**src/rtl/fm7_bus_pkg.sv**
```systemverilog
`default_nettype none
// +----------------------------------------------------------------------+
// | fm7_bus_pkg : shared phase encoding and bus decode constants         |
// | Revision    : 1.0                                                    |
// +----------------------------------------------------------------------+
package fm7_bus_pkg;

  typedef enum logic [1:0] {
    PH0 = 2'd0,
    PH1 = 2'd1,
    PH2 = 2'd2,
    PH3 = 2'd3
  } phase_e;

  localparam logic [15:0] FD0F_ADDR   = 16'hFD0F;
  localparam logic        STROBE_IDLE = 1'b1;

endpackage
`default_nettype wire

```
**src/rtl/bus_phase_div.sv**
```systemverilog
`default_nettype none
// +----------------------------------------------------------------------+
// | bus_phase_div : quarter-phase divider producing E/Q and E-fall enable|
// | Revision      : 1.0                                                  |
// +----------------------------------------------------------------------+
module bus_phase_div
  import fm7_bus_pkg::*;
#(
  parameter int DIV = 4
) (
  input  logic   clk,
  input  logic   rst,
  output phase_e ph,
  output phase_e ph_next,
  output logic   e,
  output logic   q,
  output logic   e_fall_ce
);

  localparam int QW = (DIV > 1) ? $clog2(DIV) : 1;
  localparam logic [QW-1:0] QLAST = QW'(DIV - 1);

  logic [QW-1:0] qcnt;
  logic [QW-1:0] qcnt_next;
  logic          qend;

  always_comb begin
    qend      = (qcnt == QLAST);
    qcnt_next = qend ? '0 : qcnt + 1'b1;
    ph_next   = qend ? phase_e'(ph + 2'd1) : ph;
  end

  // E/Q/E_FALL_CE are decoded from the next state so they line up with ph
  always_ff @(posedge clk) begin
    if (rst) begin
      qcnt      <= '0;
      ph        <= PH0;
      e         <= 1'b0;
      q         <= 1'b0;
      e_fall_ce <= 1'b0;
    end else begin
      qcnt      <= qcnt_next;
      ph        <= ph_next;
      e         <= (ph_next == PH2) || (ph_next == PH3);
      q         <= (ph_next == PH1) || (ph_next == PH2);
      e_fall_ce <= (ph_next == PH3) && (qcnt_next == QLAST);
    end
  end

endmodule
`default_nettype wire

```
**src/rtl/mainbus_cycle_gen.sv**
```systemverilog
`default_nettype none
// +----------------------------------------------------------------------+
// | mainbus_cycle_gen : main-CPU bus cycle sequencer, $FD0F strobes and  |
// |                     stretched system reset                           |
// | Revision          : 1.0                                              |
// +----------------------------------------------------------------------+
module mainbus_cycle_gen
  import fm7_bus_pkg::*;
#(
  parameter int DIV         = 4,
  parameter int RST_STRETCH = 8
) (
  input  logic        CLKSYS,
  input  logic        RST,
  input  logic [15:0] CPU_ADDR,
  input  logic        CPU_RW,
  output logic        E,
  output logic        Q,
  output logic        E_FALL_CE,
  output logic [15:0] MADDRBUS,
  output logic        MRW,
  output logic        RDQEn,
  output logic        RFD0Fn,
  output logic        WFD0Fn,
  output logic        RESETBn
);

  localparam int SW = $clog2(RST_STRETCH + 1);

  phase_e        ph;
  phase_e        ph_next;
  logic [SW-1:0] stretch;
  logic [SW-1:0] stretch_next;
  logic [15:0]   addr_next;
  logic          rw_next;
  logic          rb_next;
  logic          hit_next;
  logic          rdq_next;
  logic          rfd_next;
  logic          wfd_next;

  bus_phase_div #(
    .DIV (DIV)
  ) u_phase_div (
    .clk       (CLKSYS),
    .rst       (RST),
    .ph        (ph),
    .ph_next   (ph_next),
    .e         (E),
    .q         (Q),
    .e_fall_ce (E_FALL_CE)
  );

  // Strobes are built from next-state values so they switch on the same
  // edge as the phase, including the ph1 entry where the address is latched.
  always_comb begin
    stretch_next = stretch;
    addr_next    = MADDRBUS;
    rw_next      = MRW;
    if (E_FALL_CE && (stretch != '0)) begin
      stretch_next = stretch - 1'b1;
    end
    if ((ph == PH0) && (ph_next == PH1)) begin
      addr_next = CPU_ADDR;
      rw_next   = CPU_RW;
    end
    rb_next  = (stretch_next == '0);
    hit_next = (addr_next == FD0F_ADDR);
    rdq_next = ~((ph_next != PH0) && rw_next && rb_next);
    rfd_next = ~(((ph_next == PH2) || (ph_next == PH3)) && hit_next && rw_next && rb_next);
    wfd_next = ~((ph_next == PH3) && hit_next && !rw_next && rb_next);
  end

  always_ff @(posedge CLKSYS) begin
    if (RST) begin
      stretch  <= SW'(RST_STRETCH);
      MADDRBUS <= 16'h0000;
      MRW      <= 1'b1;
      RDQEn    <= STROBE_IDLE;
      RFD0Fn   <= STROBE_IDLE;
      WFD0Fn   <= STROBE_IDLE;
      RESETBn  <= 1'b0;
    end else begin
      stretch  <= stretch_next;
      MADDRBUS <= addr_next;
      MRW      <= rw_next;
      RDQEn    <= rdq_next;
      RFD0Fn   <= rfd_next;
      WFD0Fn   <= wfd_next;
      RESETBn  <= rb_next;
    end
  end

endmodule
`default_nettype wire

```
**config.mk**
```make
export PLATFORM = sky130hd
export DESIGN_NAME = mainbus_cycle_gen
export DESIGN_NICKNAME = d
export VERILOG_FILES = /design/src/rtl/fm7_bus_pkg.sv /design/src/rtl/bus_phase_div.sv /design/src/rtl/mainbus_cycle_gen.sv
export SDC_FILE = /design/constraint.sdc
export NUM_CORES = 1
export LEC_CHECK = 0
export CORE_MARGIN = 2
export CORE_UTILIZATION = 60
export DETAILED_ROUTE_END_ITERATION = 16
export DONT_BUFFER_PORTS = 1
export GPL_ROUTABILITY_DRIVEN = 0
export GPL_TIMING_DRIVEN = 0
export HOLD_SLACK_MARGIN = 0.15
export PLACE_DENSITY_LB_ADDON = 0.15
export SLEW_MARGIN = 20
export SYNTH_ARGS = -nofsm -noshare
export SYNTH_HDL_FRONTEND = slang
export SYNTH_HIERARCHICAL = 1
export SYNTH_SLANG_ARGS = --single-unit
export TNS_END_PERCENT = 20
```
**constraint.sdc**
```tcl
create_clock -name CLKSYS -period 2.5 [get_ports CLKSYS]
set_clock_uncertainty 0.15 [all_clocks]
set_input_delay 0.25 -clock CLKSYS [delete_from_list [all_inputs] [get_ports CLKSYS]]
set_output_delay 0.25 -clock CLKSYS [all_outputs]
set_load 0.01 [all_outputs]
```
==> impl_metrics.toml, run 1 <==
[status]
status = "finished, final reports clean"

[yosys]
synth_area_mm2 = 0.00129
ys_ff_latch = 32
synth_edf_count = 0
yosys_warnings = 6
async_flop_share = 0
synth_cell_types = 32
seq_area_frac_synth = 0.497
synth_nets = 172
syn_avg_cell_area_um2 = 8.66
syn_inst = 149
synthFlopType = "dfxtp_1"

[clock_tree]
cts_resized = 0
clkTransAtPathRegs_ns = 0.09
clk_latency_ns = 0.33
cts_buffer_depth = 2
postCtsSetupRepairBufs = 0
htree_levels = 2
cts_tree = "yes"
clockRootBuffer = "clkbuf_4"
cts_sinks = 32
numCtsBuffers = 5

[critical_path]
cp_top_family = "simple AND/OR/NAND/NOR gates"
end_kind = "register"
crit_top_cell = "nand2_1"
slowest_delay_ns = 0.36
cp_slowest_cell = "dfxtp_1"
crit_path_max_fanout = 10
arrival_ns = 2.42
crit_chain = "ha_1 -> a21bo_2 -> nand2_1 -> nor3_2 -> and2_1 -> clkbuf_1 -> buf_2 -> nand2_1 -> a21oi_1"
start_kind = "register"
required_ns = 2.60
crit_buf_inv = 2
worstSetupPathType = "reg2reg"

[finish]
n_antenna_cell = 0
mostFrequentLayoutCells = "40 x nand2_1, 32 x dfxtp_1, 19 x a21oi_1"
nNetsFinal = 197
fillCellCount = 129
layout-drive-gt1-share = 0.0920
syn_to_final_growth_pct = 21.6
fin_cells = 201
final_area_mm2 = 0.00157
layout_commonest_cell = "nand2_1"

[routing]
drcViolationCount = 0
ant_nets = 0
via_count = 1112
dr.pass1.iters = 4
drt_iter0_markers = 30
drt_wl_total_um = 2820
via_per_inst = 5.53
post_drt_wl_per_cell_um = 14.0

[global_route]
grt_pass1_wl_um = 4640
grt_max_degree = 11
grt_antenna_before_repair = 0
gr-usage-all-layers = 0.249
grt_pass1_vias = 1142
grt-ovfl-total = 0

[placement]
placed_area_mm2 = 0.00132
dp_hpwl_um = 1900
port_buffers = 0
dp_cells = 176

[die]
die-height_um = 50.4
dieArea_mm2 = 0.00254
die_w_um = 50.4
rows = 16
io_pins = 43
coreArea_mm2 = 0.00200
initial_core_util = 0.644

[timing]
drv_slew = 0
max_freq_ghz = 0.431
hold_viol_final = 0
finalSetupViolCount = 0
period_needed_ns = 2.32
worst_pin_slew_ns = 0.532
timing.hold.ws_ns = 0.166
finalCritPeriodShare = 0.927
slew_headroom = 0.645
setup_tns_ns = 0
rsz0062_at_grt = "no"

[pwr]
leakagePower_nw = 0.573
p_sw_frac = 0.260
power.share.clock = 0.316
vdd_ir_drop_max_v = 0.000488
pwr-share-seq = 0.564
powerDensity_mw_per_mm2 = 648
switchingPower_uw = 264
intPower_uw = 752
combPwrFrac = 0.119

[job]
maxCapViolCount = 0

[hold_path]
hold_path_class = "in2reg"
## cell families (layout without fill, tap and decap cells)
family                   after synthesis  count (layout)  synth area share
XOR/XNOR                               2               2            0.0194
buffers and inverters                 13              38            0.0388
AO/OA/AOI/OAI                         26              26             0.122
adder cells (fa/ha/maj)                4               4            0.0388
flip-flops                            32              32             0.497
AND/OR/NAND/NOR                       69              69             0.260
multiplexers                           3               3            0.0242
## registers in the layout (all words and copies together) (netlist names)
register               cells
u_phase_div/e_fall_ce      1
MRW                        1
MADDRBUS                  16
RDQEn                      1
u_phase_div/qcnt           2
u_phase_div/q              1
u_phase_div/e              1
u_phase_div/ph             2
stretch                    4
WFD0Fn                     1
RESETBn                    1
RFD0Fn                     1
## cell type report
class | instances | area (um2) | share of cell area
Sequential cell | 32 | 641 | 0.408
Multi-Input combinational cell | 104 | 599 | 0.382
Timing Repair Buffer | 18 | 180 | 0.115
Clock buffer | 7 | 65.1 | 0.0415
Tap cell | 27 | 33.8 | 0.0215
Inverter | 7 | 26.3 | 0.0167
Buffer | 6 | 23.8 | 0.0152
## what timing repair did
item	CTS	global route
hold endpoints to repair	26	0
hold buffers	18	0
setup endpoints to repair	0	0
## cells in the mapped netlist (all sizes together) (2+ instances only)
cell	count	area, um2
nand4	4	25.0
inv	7	26.3
ha	4	50.1
and2	3	18.8
a21oi	19	95.1
xnor2	2	25.0
nand3	2	10.0
nand2	40	150
nor3	4	30.0
dfxtp	32	641
clkbuf	5	18.8
nor2	5	18.8
nand2b	4	25.0
mux2i	2	20.0
## worst reg2reg max path: cells and delay by family, from the launching register on
kind                       cells  cell delay [ns]
AOI/OAI and AO/OA              2             0.31
and+or+nand+nor                4             0.62
DFF                            1             0.36
buffers and inverters          2             0.55
adders and majority gates      1             0.26
## routing by layer
metal | wire (um) | GRT usage | vias up
li1 | - | - | 550
met1 | 1120 | 0.244 | 508
met2 | 1410 | 0.452 | 43
met3 | 221 | 0.0893 | 11
met4 | 68 | 0.131 | 0
met5 | 0 | 0 | -
## final timing paths
| path | from | endpoint | slack [ns] | cells after the start |
|---|---|---|---|---|
| setup / recovery | u_phase_div/qcnt[0] | MADDRBUS[8] | 0.18 | 9 |
| hold reg to reg | u_phase_div/qcnt[0] | u_phase_div/qcnt[0] | 0.31 | 1 |
| hold / removal | RST | MADDRBUS[7] | 0.17 | 2 |
| setup reg to reg | u_phase_div/qcnt[0] | MADDRBUS[8] | 0.18 | 9 |
## metrics by stage
stage,util,setup WS [ns],power [mW]
floorplan,-,0.478,0.657
global placement,0.661,0.345,0.674
detailed placement,0.661,0.203,0.681
CTS,0.784,0.215,1.02
global route,0.784,0.00638,1.06
finish,0.784,0.181,1.02
## power by group through the flow
stage               registers, mW  clock network [mW]  logic, mW
floorplan                   0.579                   0     0.0777
global placement            0.584                   0     0.0902
detailed placement          0.585                   0     0.0954
CTS                         0.573               0.325      0.119
global route                0.578               0.347      0.137
finish                      0.573               0.321      0.121
Note: power is estimated with default switching activity, not from simulation.
==> inputs of run 2 (changes only) <==
Settings changed: HOLD_SLACK_MARGIN 0.15 to 0.1, SLEW_MARGIN 20 to 15.
==> results of run 2 <==
Final layout, timing and power as in run 1 (identical DEF).
